===== src/rtl/point_seq_ctrl.sv =====
// Dataset RAM sequencer: host writes, clears and streamed point reads, with every access framed by the park address.
// Optional multi-pass streaming is enabled by defining POINT_SEQ_EPOCH_EN (adds the epochs input).
module point_seq_ctrl #(
  parameter int ADDR_WIDTH   = 12,
  parameter int MAX_FEATURES = 15,
  parameter int LENGTH       = 16,
  parameter int DATA_WIDTH   = LENGTH * (MAX_FEATURES + 1),
  parameter int DEPTH        = 10
) (
  input  logic                  CLK,
  input  logic                  RST,
  input  logic                  clr,
  input  logic                  start,
  input  logic [ADDR_WIDTH:0]   num_points,
`ifdef POINT_SEQ_EPOCH_EN
  input  logic [7:0]            epochs,
`endif
  input  logic                  wr_valid,
  output logic                  wr_ready,
  input  logic [ADDR_WIDTH-1:0] wr_addr,
  input  logic [DATA_WIDTH-1:0] wr_data,
  output logic                  pt_valid,
  input  logic                  pt_ready,
  output logic [DATA_WIDTH-1:0] pt_data,
  output logic                  pt_last,
  output logic                  busy,
  output logic                  done,
  output logic                  err_oob,
  output logic                  ram_rst,
  output logic                  ram_we,
  output logic                  ram_oe,
  output logic [ADDR_WIDTH-1:0] ram_addr,
  output logic [DATA_WIDTH-1:0] ram_wdata,
  input  logic [DATA_WIDTH-1:0] ram_rdata
);

  localparam logic [ADDR_WIDTH-1:0] PARK_ADDR = ADDR_WIDTH'(DEPTH);
  localparam logic [ADDR_WIDTH:0]   DEPTH_W   = (ADDR_WIDTH + 1)'(DEPTH);
  localparam logic [ADDR_WIDTH:0]   ONE_W     = 1;

  typedef enum logic [2:0] {
    S_IDLE, S_LOAD, S_CLEAR, S_WR, S_PARK, S_RD, S_PARK_RD
  } state_t;

  state_t                state, state_n;
  logic [ADDR_WIDTH:0]   count, count_n, clamp, rd_nxt_w;
  logic [ADDR_WIDTH-1:0] rd_ptr, rd_ptr_n, ram_addr_n;
  logic [DATA_WIDTH-1:0] pt_data_n, ram_wdata_n;
  logic                  wr_ready_n, pt_valid_n, pt_last_n, busy_n, done_n, err_oob_n;
  logic                  ram_rst_n, ram_we_n, ram_oe_n;
`ifdef POINT_SEQ_EPOCH_EN
  logic [7:0]            epochs_q, epochs_q_n, pass_q, pass_q_n;
`endif

  always_comb begin
    clamp    = (num_points > DEPTH_W) ? DEPTH_W : num_points;
    rd_nxt_w = {1'b0, rd_ptr} + ONE_W;
  end

  always_comb begin
    state_n     = state;
    count_n     = count;
    rd_ptr_n    = rd_ptr;
    pt_data_n   = pt_data;
    pt_valid_n  = pt_valid;
    pt_last_n   = pt_last;
    err_oob_n   = err_oob;
    ram_wdata_n = ram_wdata;
    ram_addr_n  = PARK_ADDR;
    wr_ready_n  = 1'b0;
    done_n      = 1'b0;
    ram_rst_n   = 1'b0;
    ram_we_n    = 1'b0;
    ram_oe_n    = 1'b0;
`ifdef POINT_SEQ_EPOCH_EN
    epochs_q_n  = epochs_q;
    pass_q_n    = pass_q;
`endif
    unique case (state)
      S_IDLE: begin
        if (start) begin
          count_n  = clamp;
          rd_ptr_n = '0;
`ifdef POINT_SEQ_EPOCH_EN
          epochs_q_n = (epochs == 8'd0) ? 8'd1 : epochs;
          pass_q_n   = '0;
`endif
          // An empty stream never touches the RAM; done is reported straight away.
          if (clamp == '0) done_n  = 1'b1;
          else             state_n = S_LOAD;
        end else if (clr) begin
          state_n   = S_CLEAR;
          ram_rst_n = 1'b1;
          err_oob_n = 1'b0;
        end else if (wr_valid) begin
          state_n    = S_WR;
          wr_ready_n = 1'b1;
          if (wr_addr < PARK_ADDR) begin
            ram_we_n    = 1'b1;
            ram_addr_n  = wr_addr;
            ram_wdata_n = wr_data;
          end else begin
            err_oob_n = 1'b1;
          end
        end
      end
      S_LOAD: begin
        state_n    = S_RD;
        ram_oe_n   = 1'b1;
        ram_addr_n = rd_ptr;
      end
      S_CLEAR: state_n = S_IDLE;
      S_WR:    state_n = S_PARK;
      S_PARK:  state_n = S_IDLE;
      S_RD: begin
        state_n    = S_PARK_RD;
        pt_valid_n = 1'b1;
        pt_data_n  = ram_rdata;
        pt_last_n  = (rd_nxt_w == count);
      end
      S_PARK_RD: begin
        if (pt_ready) begin
          pt_valid_n = 1'b0;
          pt_last_n  = 1'b0;
          if (rd_nxt_w < count) begin
            rd_ptr_n   = rd_nxt_w[ADDR_WIDTH-1:0];
            state_n    = S_RD;
            ram_oe_n   = 1'b1;
            ram_addr_n = rd_nxt_w[ADDR_WIDTH-1:0];
`ifdef POINT_SEQ_EPOCH_EN
          end else if ((pass_q + 8'd1) < epochs_q) begin
            pass_q_n   = pass_q + 8'd1;
            rd_ptr_n   = '0;
            state_n    = S_RD;
            ram_oe_n   = 1'b1;
            ram_addr_n = '0;
`endif
          end else begin
            state_n = S_IDLE;
            done_n  = 1'b1;
          end
        end
      end
      default: state_n = S_IDLE;
    endcase
    busy_n = (state_n != S_IDLE);
  end

  always_ff @(posedge CLK) begin
    if (RST) begin
      state     <= S_IDLE;
      count     <= '0;
      rd_ptr    <= '0;
      wr_ready  <= 1'b0;
      pt_valid  <= 1'b0;
      pt_data   <= '0;
      pt_last   <= 1'b0;
      busy      <= 1'b0;
      done      <= 1'b0;
      err_oob   <= 1'b0;
      ram_rst   <= 1'b0;
      ram_we    <= 1'b0;
      ram_oe    <= 1'b0;
      ram_addr  <= PARK_ADDR;
      ram_wdata <= '0;
`ifdef POINT_SEQ_EPOCH_EN
      epochs_q  <= 8'd1;
      pass_q    <= '0;
`endif
    end else begin
      state     <= state_n;
      count     <= count_n;
      rd_ptr    <= rd_ptr_n;
      wr_ready  <= wr_ready_n;
      pt_valid  <= pt_valid_n;
      pt_data   <= pt_data_n;
      pt_last   <= pt_last_n;
      busy      <= busy_n;
      done      <= done_n;
      err_oob   <= err_oob_n;
      ram_rst   <= ram_rst_n;
      ram_we    <= ram_we_n;
      ram_oe    <= ram_oe_n;
      ram_addr  <= ram_addr_n;
      ram_wdata <= ram_wdata_n;
`ifdef POINT_SEQ_EPOCH_EN
      epochs_q  <= epochs_q_n;
      pass_q    <= pass_q_n;
`endif
    end
  end

endmodule


===== config.mk =====
export PLATFORM = sky130hd
export DESIGN_NAME = point_seq_ctrl
export DESIGN_NICKNAME = d
export VERILOG_FILES = /design/src/rtl/point_seq_ctrl.sv
export SDC_FILE = /design/constraint.sdc
export NUM_CORES = 1
export LEC_CHECK = 0
export CAP_MARGIN = 30
export CORE_AREA = 5 5 413 415
export DETAILED_ROUTE_END_ITERATION = 8
export DIE_AREA = 0 0 418 420
export GPL_ROUTABILITY_DRIVEN = 0
export GPL_TIMING_DRIVEN = 0
export PLACE_DENSITY = 0.42
export SYNTH_ARGS = -nofsm -noshare
export SYNTH_HDL_FRONTEND = slang
export SYNTH_SLANG_ARGS = --single-unit

===== constraint.sdc =====
create_clock -name CLK -period 9.6 [get_ports CLK]
set_input_delay 1.92 -clock CLK [delete_from_list [all_inputs] [get_ports CLK]]
set_output_delay 1.92 -clock CLK [all_outputs]
set_load 0.005 [all_outputs]

==> results of run 1 <==
[cell families (layout without fill, tap and decap cells)]
| logic type | after synthesis | in the layout |
|---|---|---|
| flip-flops | 561 | 561 |
| adder cells (fa/ha/maj) | 15 | 15 |
| AND/OR/NAND/NOR | 1146 | 1146 |
| XOR/XNOR | 8 | 8 |
| buffers and inverters | 205 | 1426 |
| other | 0 | 14 |
| AO/OA/AOI/OAI | 582 | 582 |
[final cells by class]
class | count | area, um2 | share of cell area [%]
antenna | 14 | 35.0 | 0.0969
buffer | 185 | 933 | 2.58
clock buffer | 109 | 2100 | 5.82
clock inverter | 24 | 280 | 0.775
inverter | 20 | 75.1 | 0.208
multi-input combinational | 1751 | 7780 | 21.5
sequential | 561 | 11200 | 31.1
tap | 2204 | 2760 | 7.63
timing repair buffer | 1088 | 11000 | 30.3
[critical path: stages]
cell and delay (ns):
clkdlybuf4s50_1 0.40, nor4_1 0.33, nand3_1 0.16, or3_4 0.43
nor3_4 0.32, buf_2 0.46, buf_2 0.37, nand2_1 0.10
a21oi_1 0.12
[metrics by stage]
stage | hold slack, ns | std cells
final | 0.450 | 5956
after global routing | 0.468 | 5951
after global placement | 0.441 | 5796
after CTS | 0.453 | 5942
after detailed placement | 0.446 | 5809
after floorplan | 0.430 | 2517
[power groups by stage]
stage          Clock, mW  Combinational, mW  Sequential, mW
3_5_place_dp           0              0.629            2.45
4_1_cts             2.90              0.633            2.40
3_3_place_gp           0              0.624            2.45
5_1_grt             2.99              0.668            2.40
6_report            2.78              0.617            2.40
2_1_floorplan          0              0.176            2.45
[routing by layer]
metal / GRT usage, % / up-vias / part of all wire, %
met3: 4.69 / 158 / 8.0
met5: 0 / - / 0.048
met4: 4.45 / 8 / 3.1
li1: - / 10500 / -
met1: 13.7 / 10000 / 37
met2: 22.8 / 732 / 51
[flip-flops by register name (all words and copies together) (netlist names)]
| signal | count |
|---|---|
| busy | 1 |
| count | 13 |
| done | 1 |
| err_oob | 1 |
| pt_data | 256 |
| pt_last | 1 |
| pt_valid | 1 |
| ram_addr | 12 |
| ram_oe | 1 |
| ram_rst | 1 |
| ram_wdata | 256 |
| ram_we | 1 |
| rd_ptr | 12 |
| state | 3 |
| wr_ready | 1 |
[cell usage after synthesis, drive strengths merged, types with 5 or more instances]
cell    count  area (um2)
or2         5        31.3
dfxtp     561       11200
nor4        6        37.5
inv        20        75.1
o21ai       7        35.0
nand3      16        80.1
nand2b      7        43.8
a21oi     530        2650
buf        57         452
ha         15         188
nor3       18         101
clkbuf    128         480
a31oi       7        43.8
nand2    1047        3930
nor2       22        82.6
xnor2       7        61.3
[path summary, 6_finish.rpt]
check	from	end	slack, ns	cells past startpoint
max	wr_addr[10]	ram_wdata[102]	5.50	9
min	pt_data[16]	pt_data[16]	0.45	2
max reg2reg	rd_ptr[0]	ram_addr[7]	5.89	12
min reg2reg	pt_data[16]	pt_data[16]	0.45	2
==> flow_summary.toml, run 1 <==
[sta]
finalSetupTns_ns = 0
fin_skew_ns = 0.0341
maxSlewHeadroom_pct = 40.2
grt_setup_unrepaired = "no"
setup_viol = 0
layout_worst_path_cycle_share_pct = 42.7
timing.fmax_ghz = 0.244
layout_min_cycle_time_ns = 4.10
worst_pin_slew_ns = 0.895
finalHoldViolCount = 0
drv_slew = 0
fin_ws_ns = 5.50

[route]
vias = 21500
antenna_left = 0
wirelength_mm = 118
avgViaCountPerCell = 3.60
post-route-drc-count = 0
route.detailed.wl_per_inst_um = 19.9
drt_pass1_iterations = 5
drt_iter0_markers = 1048

[grt]
overflow = 0
grt_max_degree = 12
track_usage_pct = 12.7
grt_pass1_vias = 21400
antenna_found_initial = 24
grt_pass1_wl_mm = 161

[clocking]
clk_pin_slew_ns = 0.06
cts_made_buffers = 74
cts.sinks = 561
cts_root_buffer = "clkbuf_16"
h-tree-depth = 3
cts.path.max_buffers = 3
cts_tree = "built"
ctsResizeCount = 0
hold_buffers = 0
clk_latency_ns = 0.65
postCtsSetupRepairBufs = 0

[layout]
final_area_um2 = 36100
final_common_cell = "clkdlybuf4s50_1"
fin_util_pct = 21.7
drive_gt1_share_pct = 4.95
layout_common_cells = "clkdlybuf4s50_1 (1,075), nand2_1 (1,047), dfxtp_1 (561), a21oi_1 (530), clkbuf_1 (151)"
nFillCells = 18700
nNetsFinal = 4239
area_growth_pct = 80.6

[power]
power_frac_comb_pct = 10.6
internal-power_mw = 4.33
power.share.clock_pct = 47.9
p_sw_mw = 1.46
power.leakage_nw = 11.7
p_total_mw = 5.79
power_frac_seq_pct = 41.4
ir_drop_mv = 0.129
power.density_nw_per_um2 = 160
swShare_pct = 25.2

[synthesis]
synth_edf_count = 0
synth.avg_cell_area_um2 = 7.95
synth.distinct_cells = 47
ys.flop_type = "dfxtp_1"
synth_top_family_by_area = "simple AND/OR/NAND/NOR gates"
synth_warnings = 0
synth_cells = 2517
async_reset_ff_share_pct = 0
mappedNetlistArea_um2 = 20000
yosysSeqAreaShare_pct = 56.1
synth-xor-area-share_pct = 0.350
synthSimpleGateAreaFrac_pct = 22.4
synth_compound_area_share_pct = 15.2
synth_seq_cells = 561
synth_fa_ha_area_share_pct = 0.938
synthMuxAreaShare_pct = 0
synthesis.nets = 3075

[worst_setup_path]
arrival_ns = 4.66
crit_required_ns = 10.16
crit_type = "in -> reg"
cp_max_fo = 10
start_kind = "input pin"
end_kind = "flip-flop"

[min_path]
hp-class = "reg -> reg"

[placed_design]
portBuffers = 1075
placed_area_um2 = 33700
dp_hpwl_mm = 96.5
dp_slack_ns = 4.65

[die]
die_x_um = 418
die_h_um = 420
start_util_pct = 12.0
num_rows = 150
core_um2 = 166000
ios = 1076
dieArea_um2 = 176000

[job]
max_cap_violations = 0

[outcome]
status = "finished, final reports clean"
(Power assumes the default switching activity.)
==> run 2, diff against run 1 <==
- CORE_AREA: 5 5 413 415 -> 5 5 416 418
- DIE_AREA: 0 0 418 420 -> 0 0 421 423
- PLACE_DENSITY: 0.42 -> 0.41
- clock period: 9.6 -> 3.8 ns (I/O delays scaled with it)
==> run 2 against run 1 <==
Effect of this change:
- first-iteration DRC count decreased by 4.2%
- cell count increased by 0.20%
- sequential power increased to 2.5 times the previous value
- clock skew increased by 0.0021 ns
- critical path type is now reg -> reg
- power increased to 2.6 times the previous value
==> flow_summary.toml, run 2 (same netlist as run 1, synthesis figures left out) <==
[route]
antenna_left = 0
drt_pass1_iterations = 7
post-route-drc-count = 0
route.detailed.wl_per_inst_um = 20.6
wirelength_mm = 123
drt_iter0_markers = 1004
vias = 21600
avgViaCountPerCell = 3.62

[sta]
layout_worst_path_cycle_share_pct = 91.2
grt_setup_unrepaired = "no"
maxSlewHeadroom_pct = 45.0
holdWs_ns = 0.449
timing.fmax_ghz = 0.288
setup_viol = 0
fin_skew_ns = 0.0362
worst_pin_slew_ns = 0.825
finalHoldViolCount = 0
layout_min_cycle_time_ns = 3.47
drv_slew = 0
fin_ws_ns = 0.333

[die]
ios = 1076
start_util_pct = 11.9
die_x_um = 421
core_um2 = 169000
num_rows = 151
die_h_um = 423
dieArea_um2 = 178000

[layout]
area_growth_pct = 81.3
nFillCells = 18800
drive_gt1_share_pct = 5.05
layout_common_cells = "clkdlybuf4s50_1 (1,075), nand2_1 (1,047), dfxtp_1 (560), a21oi_1 (530), clkbuf_1 (152)"
reg_top3 = "pt_data: 256 flops, ram_wdata: 256 flops, count: 13 flops"
nNetsFinal = 4242
final_common_cell = "clkdlybuf4s50_1"

[placed_design]
portBuffers = 1075
dp_slack_ns = -0.0820
dp_hpwl_mm = 101

[power]
p_sw_mw = 3.81
power.leakage_nw = 11.7
power_frac_comb_pct = 10.4
internal-power_mw = 11.1
ir_drop_mv = 0.332
swShare_pct = 25.6
power.share.clock_pct = 48.8
power.density_nw_per_um2 = 410
power_frac_seq_pct = 40.8

[grt]
grt_pass1_wl_mm = 169
antenna_found_initial = 25
track_usage_pct = 13.2
grt_pass1_vias = 21400
grt_max_degree = 12
overflow = 0

[min_path]
hp-class = "reg -> reg"

[worst_setup_path]
start_kind = "flip-flop"
crit_type = "reg -> reg"
r2r_end = "ram_addr[7]"
cp-endpoint = "ram_addr[7]"
cp_max_fo = 10
crit_required_ns = 4.31
worstPathCellList = "ha_1 -> nand3_1 -> o21a_1 -> or2_2 -> ha_1 -> nand2_1 -> or3_1 -> a31o_2 -> nand3_2 -> buf_2 -> a2bb2oi_1 -> nor2_1"
crit_path_start = "rd_ptr[0]"
crit-reg2reg-launch = "rd_ptr[0]"
arrival_ns = 3.98
critPathMaxStageDelay_ns = 0.46
end_kind = "flip-flop"
slowest_stage = "dfxtp_2"
rrSetupSlack_ns = 0.33
reg2reg_depth = 12
cpMostUsedCell = "ha_1"

[clocking]
hold_buffers = 0
cts.path.max_buffers = 3
cts.sinks = 561
cts_tree = "built"
cts_made_buffers = 76
clk_latency_ns = 0.67
cts_root_buffer = "clkbuf_16"
clk_pin_slew_ns = 0.06
h-tree-depth = 3

[outcome]
status = "finished, final reports clean"

[job]
max_cap_violations = 0
[run 2: cell count changes in the layout (fill, tap and decap cells not counted), sizes merged]
cell	delta
buf	+1
bufinv	-1
clkbuf	+7
clkinv	-10
clkinvlp	+1
diode	-5
inv	+5
[run 2: what timing repair did]
action / 4_1_cts / 5_1_grt
pin swaps: 0 / 0
gates resized for setup: 1 / 3
buffers inserted: 0 / 0
setup endpoints to repair: 1 / 11
[run 2: worst min-delay path by stage]
stage / start / endpoint / cells past startpoint
6_report: pt_data[242] / pt_data[242] / 2
5_1_grt: pt_data[125] / pt_data[125] / 2
2_1_floorplan: count[10] / count[10] / 2
3_3_place_gp: ram_wdata[119] / ram_wdata[119] / 2
4_1_cts: ram_wdata[205] / ram_wdata[205] / 2
3_5_place_dp: ram_wdata[205] / ram_wdata[205] / 2
[run 2: per-layer routing]
layer	track usage (%)	part of all wire, %	vias to the layer above
li1	-	-	10500
met1	14.4	38	10100
met2	24.3	52	741
met3	4.13	7.3	155
met4	4.03	2.7	8
met5	0	0.043	-
[run 2: per-stage QoR]
step	total power [mW]	area (um2)	utilization, %	cells	TNS (ns)
finish	14.9	36300	21.5	5968	0
global placement	7.75	33600	19.9	5810	-25.71
detailed placement	7.77	33800	20.0	5823	-0.732
floorplan	6.63	20000	-	2517	0
global route	15.6	36300	21.5	5965	0
CTS	15.2	36200	21.5	5958	0
[run 2: power by group through the flow]
stage               registers, mW  logic [mW]  clock network, mW
global placement             6.19        1.56                  0
finish                       6.07        1.55               7.27
global route                 6.08        1.68               7.82
detailed placement           6.20        1.58                  0
CTS                          6.07        1.59               7.60
floorplan                    6.19       0.445                  0
[run 2: critical path, delay by kind of cell, from the launching register on]
kind | cells | cell delay, ns
AOI/OAI and AO/OA | 3 | 0.78
adders and majority gates | 2 | 0.58
buffers and inverters | 1 | 0.28
DFF | 1 | 0.46
and+or+nand+nor | 6 | 1.25
[run 2: area by class of cell]
class	count	area [um2]	share of cell area [%]
diodes	9	22.5	0.0621
plain buffers	185	933	2.57
clock buffers	116	2210	6.10
clock inverters	19	269	0.741
inverters	20	75.1	0.207
multi-input cells	1751	7780	21.5
flip-flops and latches	561	11200	31.0
well taps	2218	2780	7.65
repair buffers	1089	11000	30.3
==> run 3, diff against run 2 <==
- HOLD_SLACK_MARGIN: default -> 0.02
==> results of run 3 <==
Same layout as run 2: the final DEF is identical, and so are final timing and power.
